`src/rtl/alu_sched_pkg.sv`:
```
// Shared opcode constants and FSM state encoding for the ALU request scheduler.
// Latency: n/a (declarations only).
// Backpressure: n/a.
package alu_sched_pkg;

    localparam logic [1:0] OP_SUB  = 2'b00;
    localparam logic [1:0] OP_NAND = 2'b01;
    localparam logic [1:0] OP_CLO  = 2'b10;
    localparam logic [1:0] OP_ILL  = 2'b11;

    typedef enum logic [1:0] {
        S_IDLE = 2'b00,
        S_CALC = 2'b01,
        S_DONE = 2'b10
    } state_e;

endpackage

```
`src/rtl/alu_op_sched_if.sv`:
```
// Request/result bundle between two requesters, the scheduler and the downstream stage.
// Latency: n/a (wires only).
// Backpressure: o_READY0/1 toward requesters, i_READY from downstream. Optional o_OVF with ALU_OP_SCHED_OVF_EN.
interface alu_op_sched_if #(parameter int WIDTH = 4);
    logic             i_VALID0;
    logic             i_VALID1;
    logic             o_READY0;
    logic             o_READY1;
    logic [1:0]       i_OP0;
    logic [1:0]       i_OP1;
    logic [WIDTH-1:0] i_A0;
    logic [WIDTH-1:0] i_B0;
    logic [WIDTH-1:0] i_A1;
    logic [WIDTH-1:0] i_B1;
    logic             o_VALID;
    logic             i_READY;
    logic [WIDTH-1:0] o_Y;
    logic             o_ID;
    logic             o_ERR;
`ifdef ALU_OP_SCHED_OVF_EN
    logic             o_OVF;
`endif

    // Requester + downstream consumer side
    modport master (
        output i_VALID0, i_VALID1, i_OP0, i_OP1, i_A0, i_B0, i_A1, i_B1, i_READY,
        input  o_READY0, o_READY1, o_VALID, o_Y, o_ID, o_ERR
`ifdef ALU_OP_SCHED_OVF_EN
        , input o_OVF
`endif
    );

    // Scheduler side
    modport slave (
        input  i_VALID0, i_VALID1, i_OP0, i_OP1, i_A0, i_B0, i_A1, i_B1, i_READY,
        output o_READY0, o_READY1, o_VALID, o_Y, o_ID, o_ERR
`ifdef ALU_OP_SCHED_OVF_EN
        , output o_OVF
`endif
    );
endinterface

```
`src/rtl/alu_clo_seq.sv`:
```
// Iterative leading-ones scanner over {B,A}, one bit examined per cycle.
// Latency: min(count+1, 2*WIDTH) cycles after start; done is combinational on the final edge.
// Backpressure: none; caller must not start while busy.
module alu_clo_seq
    import alu_sched_pkg::*;
#(
    parameter int WIDTH = 4
) (
    input  logic               clk,
    input  logic               rst_n,
    input  logic               start,
    input  logic [2*WIDTH-1:0] load,
    output logic               busy,
    output logic               done,
    output logic [WIDTH-1:0]   count
);
    localparam logic [WIDTH-1:0] CNT_LAST = WIDTH'(2*WIDTH-1);
    localparam logic [WIDTH-1:0] CNT_FULL = WIDTH'(2*WIDTH);

    logic [2*WIDTH-1:0] c_q, c_d;
    logic [WIDTH-1:0]   cnt_q, cnt_d;
    logic               busy_q, busy_d;
    logic               step;

    // Keep shifting while the MSB is a one and the count has not saturated
    always_comb begin
        step  = busy_q & c_q[2*WIDTH-1] & (cnt_q != CNT_LAST);
        done  = busy_q & ~step;
        busy  = busy_q;
        // A one still in the MSB on the final edge means every bit was a one
        count = c_q[2*WIDTH-1] ? CNT_FULL : cnt_q;
    end

    // Next scanner state: load on start, shift/count while scanning, stop on done
    always_comb begin
        c_d    = c_q;
        cnt_d  = cnt_q;
        busy_d = busy_q;
        if (start) begin
            c_d    = load;
            cnt_d  = '0;
            busy_d = 1'b1;
        end else if (step) begin
            c_d    = {c_q[2*WIDTH-2:0], 1'b0};
            cnt_d  = cnt_q + 1'b1;
        end else if (done) begin
            busy_d = 1'b0;
        end
    end

    // Scanner registers; reset aborts any scan in progress
    always_ff @(posedge clk or negedge rst_n) begin
        if (!rst_n) begin
            c_q    <= '0;
            cnt_q  <= '0;
            busy_q <= 1'b0;
        end else begin
            c_q    <= c_d;
            cnt_q  <= cnt_d;
            busy_q <= busy_d;
        end
    end
endmodule

```
`src/rtl/alu_op_sched.sv`:
```
// Round-robin scheduler for two requesters sharing a SUB/NAND/CLO ALU; registered result port. Option: ALU_OP_SCHED_OVF_EN.
// Latency: 1 cycle for SUB/NAND/illegal, 1+min(count+1,2*WIDTH) for CLO.
// Backpressure: no accept during CALC or while a held result sees i_READY=0; back-to-back when i_READY=1.
module alu_op_sched
    import alu_sched_pkg::*;
#(
    parameter int WIDTH = 4
) (
    input  logic          i_CLK,
    input  logic          i_RSTn,
    alu_op_sched_if.slave bus
);
    state_e             state_q, state_d;
    logic               ptr_q, ptr_d;
    logic [WIDTH-1:0]   y_q, y_d;
    logic               id_q, id_d;
    logic               err_q, err_d;
    logic               grant0, grant1, can_acc, rdy0, rdy1, accept, acc_id;
    logic [1:0]         acc_op;
    logic [WIDTH-1:0]   acc_a, acc_b, sub_y, alu_y;
    logic               alu_err;
    logic               clo_busy, clo_done;
    logic [WIDTH-1:0]   clo_count;
`ifdef ALU_OP_SCHED_OVF_EN
    logic               ovf_q, ovf_d, alu_ovf;
`endif

    // Arbiter: a lone requester wins; on contention the pointer decides
    always_comb begin
        grant0 = bus.i_VALID0 & (~bus.i_VALID1 | ~ptr_q);
        grant1 = bus.i_VALID1 & (~bus.i_VALID0 |  ptr_q);
    end

    // State register
    always_ff @(posedge i_CLK or negedge i_RSTn) begin
        if (!i_RSTn) state_q <= S_IDLE;
        else         state_q <= state_d;
    end

    // Next state: a held result that drains on this edge can admit the next request directly
    always_comb begin
        state_d = state_q;
        unique case (state_q)
            S_IDLE: if (accept) state_d = (acc_op == OP_CLO) ? S_CALC : S_DONE;
            S_CALC: begin
                if (clo_done)       state_d = S_DONE;
                else if (!clo_busy) state_d = S_IDLE;
            end
            S_DONE: begin
                if (bus.i_READY) begin
                    if (accept) state_d = (acc_op == OP_CLO) ? S_CALC : S_DONE;
                    else        state_d = S_IDLE;
                end
            end
            default: state_d = S_IDLE;
        endcase
    end

    // Outputs decoded from state: acceptance window and result valid
    always_comb begin
        can_acc      = (state_q == S_IDLE) | ((state_q == S_DONE) & bus.i_READY);
        rdy0         = i_RSTn & grant0 & can_acc;
        rdy1         = i_RSTn & grant1 & can_acc;
        accept       = rdy0 | rdy1;
        bus.o_READY0 = rdy0;
        bus.o_READY1 = rdy1;
        bus.o_VALID  = (state_q == S_DONE);
    end

    // Operand mux and single-cycle ALU for the accepted request
    always_comb begin
        acc_id  = rdy1;
        acc_op  = acc_id ? bus.i_OP1 : bus.i_OP0;
        acc_a   = acc_id ? bus.i_A1  : bus.i_A0;
        acc_b   = acc_id ? bus.i_B1  : bus.i_B0;
        sub_y   = acc_a - acc_b;
        alu_y   = '0;
        alu_err = 1'b0;
        unique case (acc_op)
            OP_SUB:  alu_y   = sub_y;
            OP_NAND: alu_y   = ~(acc_a & acc_b);
            OP_CLO:  alu_y   = '0;
            default: alu_err = 1'b1;
        endcase
`ifdef ALU_OP_SCHED_OVF_EN
        alu_ovf = (acc_op == OP_SUB) & (acc_a[WIDTH-1] ^ acc_b[WIDTH-1])
                                     & (sub_y[WIDTH-1] ^ acc_a[WIDTH-1]);
`endif
    end

    // Result register next values: capture on accept, CLO count on scan completion
    always_comb begin
        ptr_d = ptr_q;
        y_d   = y_q;
        id_d  = id_q;
        err_d = err_q;
`ifdef ALU_OP_SCHED_OVF_EN
        ovf_d = ovf_q;
`endif
        if (accept) begin
            ptr_d = ~acc_id;
            y_d   = alu_y;
            id_d  = acc_id;
            err_d = alu_err;
`ifdef ALU_OP_SCHED_OVF_EN
            ovf_d = alu_ovf;
`endif
        end else if ((state_q == S_CALC) && clo_done) begin
            y_d = clo_count;
        end
    end

    // Result and pointer registers; reset discards any held result
    always_ff @(posedge i_CLK or negedge i_RSTn) begin
        if (!i_RSTn) begin
            ptr_q <= 1'b0;
            y_q   <= '0;
            id_q  <= 1'b0;
            err_q <= 1'b0;
`ifdef ALU_OP_SCHED_OVF_EN
            ovf_q <= 1'b0;
`endif
        end else begin
            ptr_q <= ptr_d;
            y_q   <= y_d;
            id_q  <= id_d;
            err_q <= err_d;
`ifdef ALU_OP_SCHED_OVF_EN
            ovf_q <= ovf_d;
`endif
        end
    end

    assign bus.o_Y   = y_q;
    assign bus.o_ID  = id_q;
    assign bus.o_ERR = err_q;
`ifdef ALU_OP_SCHED_OVF_EN
    assign bus.o_OVF = ovf_q;
`endif

    alu_clo_seq #(.WIDTH(WIDTH)) u_clo (
        .clk   (i_CLK),
        .rst_n (i_RSTn),
        .start (accept & (acc_op == OP_CLO)),
        .load  ({acc_b, acc_a}),
        .busy  (clo_busy),
        .done  (clo_done),
        .count (clo_count)
    );
endmodule

```
`src/flat_wrapper.sv`:
```
// flat-port wrapper written by rule: the top's interface ports become plain ports
module alu_op_sched_flat import alu_sched_pkg::*;
#(
    parameter int WIDTH = 4
)
  (i_CLK, i_RSTn, bus_i_VALID0, bus_i_VALID1, bus_i_OP0, bus_i_OP1, bus_i_A0, bus_i_B0, bus_i_A1, bus_i_B1, bus_i_READY, bus_o_READY0, bus_o_READY1, bus_o_VALID, bus_o_Y, bus_o_ID, bus_o_ERR);
  alu_op_sched_if #(.WIDTH(WIDTH)) bus_i ();
  input  logic i_CLK;
  input  logic i_RSTn;
  input wire logic [$bits(bus_i.i_VALID0)-1:0] bus_i_VALID0;
  input wire logic [$bits(bus_i.i_VALID1)-1:0] bus_i_VALID1;
  input wire logic [$bits(bus_i.i_OP0)-1:0] bus_i_OP0;
  input wire logic [$bits(bus_i.i_OP1)-1:0] bus_i_OP1;
  input wire logic [$bits(bus_i.i_A0)-1:0] bus_i_A0;
  input wire logic [$bits(bus_i.i_B0)-1:0] bus_i_B0;
  input wire logic [$bits(bus_i.i_A1)-1:0] bus_i_A1;
  input wire logic [$bits(bus_i.i_B1)-1:0] bus_i_B1;
  input wire logic [$bits(bus_i.i_READY)-1:0] bus_i_READY;
  output wire logic [$bits(bus_i.o_READY0)-1:0] bus_o_READY0;
  output wire logic [$bits(bus_i.o_READY1)-1:0] bus_o_READY1;
  output wire logic [$bits(bus_i.o_VALID)-1:0] bus_o_VALID;
  output wire logic [$bits(bus_i.o_Y)-1:0] bus_o_Y;
  output wire logic [$bits(bus_i.o_ID)-1:0] bus_o_ID;
  output wire logic [$bits(bus_i.o_ERR)-1:0] bus_o_ERR;
  assign bus_i.i_VALID0 = bus_i_VALID0;
  assign bus_i.i_VALID1 = bus_i_VALID1;
  assign bus_i.i_OP0 = bus_i_OP0;
  assign bus_i.i_OP1 = bus_i_OP1;
  assign bus_i.i_A0 = bus_i_A0;
  assign bus_i.i_B0 = bus_i_B0;
  assign bus_i.i_A1 = bus_i_A1;
  assign bus_i.i_B1 = bus_i_B1;
  assign bus_i.i_READY = bus_i_READY;
  assign bus_o_READY0 = bus_i.o_READY0;
  assign bus_o_READY1 = bus_i.o_READY1;
  assign bus_o_VALID = bus_i.o_VALID;
  assign bus_o_Y = bus_i.o_Y;
  assign bus_o_ID = bus_i.o_ID;
  assign bus_o_ERR = bus_i.o_ERR;
  alu_op_sched #(.WIDTH(WIDTH)) u_core (.i_CLK(i_CLK), .i_RSTn(i_RSTn), .bus(bus_i));
endmodule
```
`config.mk`:
```
export PLATFORM = sky130hd
export DESIGN_NAME = alu_op_sched_flat
export DESIGN_NICKNAME = d
export VERILOG_FILES = /design/src/rtl/alu_sched_pkg.sv /design/src/rtl/alu_op_sched_if.sv /design/src/rtl/alu_clo_seq.sv /design/src/rtl/alu_op_sched.sv /design/src/flat_wrapper.sv
export SDC_FILE = /design/constraint.sdc
export NUM_CORES = 1
export LEC_CHECK = 0
export ABC_AREA = 1
export ABC_CLOCK_PERIOD_IN_PS = 4500
export BUFFER_PORTS_ARGS = -buffer_cell sky130_fd_sc_hd__buf_2
export CELL_PAD_IN_SITES_DETAIL_PLACEMENT = 2
export CELL_PAD_IN_SITES_GLOBAL_PLACEMENT = 2
export CORE_UTILIZATION = 33
export DETAILED_ROUTE_END_ITERATION = 8
export PLACE_DENSITY_LB_ADDON = 0.1
export SYNTH_ARGS = -nofsm -noshare
export SYNTH_HDL_FRONTEND = slang
export SYNTH_SLANG_ARGS = --single-unit
```
`constraint.sdc`:
```
create_clock -name i_CLK -period 4.5 [get_ports i_CLK]
set_clock_uncertainty 0.2 [all_clocks]
set_input_delay 0.9 -clock i_CLK [delete_from_list [all_inputs] [get_ports i_CLK]]
set_output_delay 0.9 -clock i_CLK [all_outputs]
set_load 0.01 [all_outputs]
```
==> flow_summary.json <==
{
  "grt_busiest_layer": "met2",
  "cts_buffer_depth": 2,
  "nets": 254,
  "gp_congestion": 0.756,
  "start_util_pct": 35.6,
  "dp_hpwl_mm": 3.46,
  "cp_slowest_cell": "o21ai_0",
  "pre_cts_ws_ps": 1020,
  "post_cts_buffers": 0,
  "required_ps": 4510,
  "cts_tree": "yes",
  "yosysSeqAreaShare_pct": 37.3,
  "drive_above_1_share_pct": 30.5,
  "tightest_slew_ps": 658,
  "grt_pass1_vias": 1496,
  "cp_common_cell": "nand2_1",
  "hold_violations": 0,
  "swShare_pct": 39.9,
  "clk_pin_slew_ps": 90,
  "rsz0062_at_grt": "no",
  "met1_usage_pct": 24.1,
  "min_period_ps": 3120,
  "grt_pass1_wl_mm": 6.97,
  "share_comb_of_total_power_pct": 41.9,
  "max_slew_margin_pct": 55.6,
  "grt_max_degree": 24,
  "syn2layout_area_growth_pct": 20.0,
  "worstPathMaxFanout": 15,
  "use_met2_pct": 37.3,
  "wire_per_inst_um": 15.6,
  "ys_warn_count": 0,
  "final_common_cell": "nand2_1",
  "rrSetupSlack_ps": 1700,
  "die-area_mm2": 0.00474,
  "clock_sinks": 22,
  "clkPwrFrac_pct": 21.5,
  "dr.pass1.iters": 3,
  "p_switching_uw": 359,
  "h-tree-depth": 1,
  "core_mm2": 0.00414,
  "synth_top_area_share_pct": 37.3,
  "syn_inst": 183,
  "vdd_ir_drop_max_mv": 0.157,
  "n_fill_cell": 510,
  "maxCapViolCount": 0,
  "wirelength_mm": 4.22,
  "max_stage_delay_ps": 570,
  "grt_usage_pct": 20.6,
  "drc_errors": 0,
  "ys_types": 32,
  "pwr-share-seq_pct": 36.6,
  "p_int_uw": 541,
  "grtUsageMet3_pct": 2.30,
  "final_cell_mix": "nand2_1 (59), buf_2 (33), dfrtp_1 (22)",
  "hold_path_class": "reg -> reg",
  "row_count": 23,
  "powerDensity_mw_per_mm2": 509,
  "leakagePower_nw": 0.978,
  "grt-ovfl-total": 0,
  "io_buffers": 33,
  "io_pins": 34,
  "max_freq_ghz": 0.320,
  "antenna_found_initial": 0,
  "setup_violations": 0,
  "synth_seq_cells": 22,
  "worst_hold_slack_ps": 272,
  "diodes": 0,
  "drt-initial-drc-count": 21,
  "worst_setup_path_start_kind": "input pin",
  "tns_ps": 0,
  "vias": 1330,
  "clock_latency_ps": 280,
  "synth_nets": 216,
  "cts-resized-gates": 0,
  "setup.worst_path.class": "in -> reg",
  "die_h_um": 68.9,
  "syn_avg_cell_area_um2": 8.06,
  "end_kind": "flop",
  "cp.arrival_ps": 3130,
  "ant_nets": 0,
  "netlist_area_mm2": 0.00148,
  "multi_input_area_um2": 815,
  "routed_via_density": 4.93,
  "fin_ws_ps": 1380,
  "slew_viol_final": 0,
  "yosys.area.top_type": "dfrtp_1",
  "status": "finished clean",
  "regArea_um2": 551,
  "fin_crit_sh_pct": 69.4,
  "holdBufCountCts": 0,
  "netlist_top_cells_area": "dfrtp_1 (37%), nand2_1 (15%), ha_1 (5.9%), inv_1 (5.1%), nand3_1 (3.4%)",
  "numCtsBuffers": 3,
  "fp.dieW_um": 68.9,
  "path_cells": "buf_2 > nand2_1 > a21oi_4 > nand2_4 > o21ai_0 > inv_1 > ha_1 > nor2_1 > o21bai_1 > nand2_1 > nand2_1 > nand3_1 > nand2_1 > nand2_1 > a21oi_2",
  "cts_root_buffer": "clkbuf_8"
}
-- final timing paths --
| check | start | endpoint | cells past startpoint |
|---|---|---|---|
| max in group asynchronous | i_RSTn | u_core.u_clo.cnt_q[1] | 2 |
| setup reg to reg | u_core.state_q[0] | u_core.bus.o_Y[3] | 15 |
| min in group asynchronous | i_RSTn | u_core.bus.o_ID | 2 |
| hold reg to reg | u_core.bus.o_ID | u_core.bus.o_ID | 2 |
| setup / recovery | i_RSTn | u_core.bus.o_Y[3] | 15 |
| hold / removal | u_core.bus.o_ID | u_core.bus.o_ID | 2 |
-- sequential cells by signal, indices dropped and copies added, names as in the netlist --
| signal | count |
|---|---|
| u_core.bus.o_ERR | 1 |
| u_core.bus.o_ID | 1 |
| u_core.bus.o_Y | 4 |
| u_core.ptr_q | 1 |
| u_core.state_q | 2 |
| u_core.u_clo.busy | 1 |
| u_core.u_clo.c_q | 8 |
| u_core.u_clo.cnt_q | 4 |
-- power by group through the flow --
stage,sequential [mW],combinational (mW),clock (mW)
6_report,0.330,0.378,0.193
5_1_grt,0.341,0.432,0.203
4_1_cts,0.332,0.388,0.199
3_5_place_dp,0.335,0.385,0
3_3_place_gp,0.331,0.363,0
2_1_floorplan,0.335,0.255,0
-- layer usage --
layer	share of wire [%]	up-vias
li1	-	655
met3	2.7	5
met4	1.9	0
met5	0	-
met1	45	645
met2	50	25
-- critical path, delay by kind of cell --
kind / cells / cell delay, ps
AOI/OAI and AO/OA: 4 / 1020
adders and majority gates: 1 / 320
buffers and inverters: 2 / 260
and+or+nand+nor: 8 / 620
-- layout make-up --
class                           instances  share of cell area [%]
Timing Repair Buffer                   34                    9.75
Sequential cell                        22                    31.1
Inverter                               25                    5.58
Clock inverter                          1                    1.70
Clock buffer                            3                    2.33
Multi-Input combinational cell        135                    46.0
Tap cell                               50                    3.53
-- metrics by stage --
stage	instance area [um2]	cells	power (mW)	util, %
2_1_floorplan	1480	183	0.591	-
3_3_place_gp	1700	266	0.694	41.0
3_5_place_dp	1700	266	0.720	41.0
4_1_cts	1770	270	0.919	42.7
5_1_grt	1770	270	0.977	42.7
6_report	1770	270	0.900	42.7
-- logic make-up (layout without fill, tap and decap cells) --
logic type      count (synthesis)  in the layout  share of synthesized area [%]
flops                          22             22                           37.3
compound gates                 26             26                           13.9
simple gates                   98             98                           32.2
fa+ha+maj                       8              8                           7.29
buf+inv                        26             63                           7.46
xor+xnor                        3              3                           1.78
-- Yosys cell counts --
master and count:
o31ai_1 1, xor2_1 2, nor2_1 9, buf_6 1
inv_2 3, o21ai_4 1, ha_1 7, nor2_8 1
nand3_1 10, nand3b_1 1, nand4_1 2, o21ai_0 5
or2_0 2, o21bai_1 1, xnor2_1 1, nand2_4 4
o211ai_2 4, nand2_1 59, a21oi_1 4, nand2_2 6
o22ai_1 4, a31oi_1 1, fa_1 1, dfrtp_1 22
o21ai_2 1, inv_1 20, o21ai_1 1, a21oi_2 2
a21oi_4 1, or2_2 2, inv_4 2, nor2_4 2
Note: power is estimated with default switching activity, not from simulation.
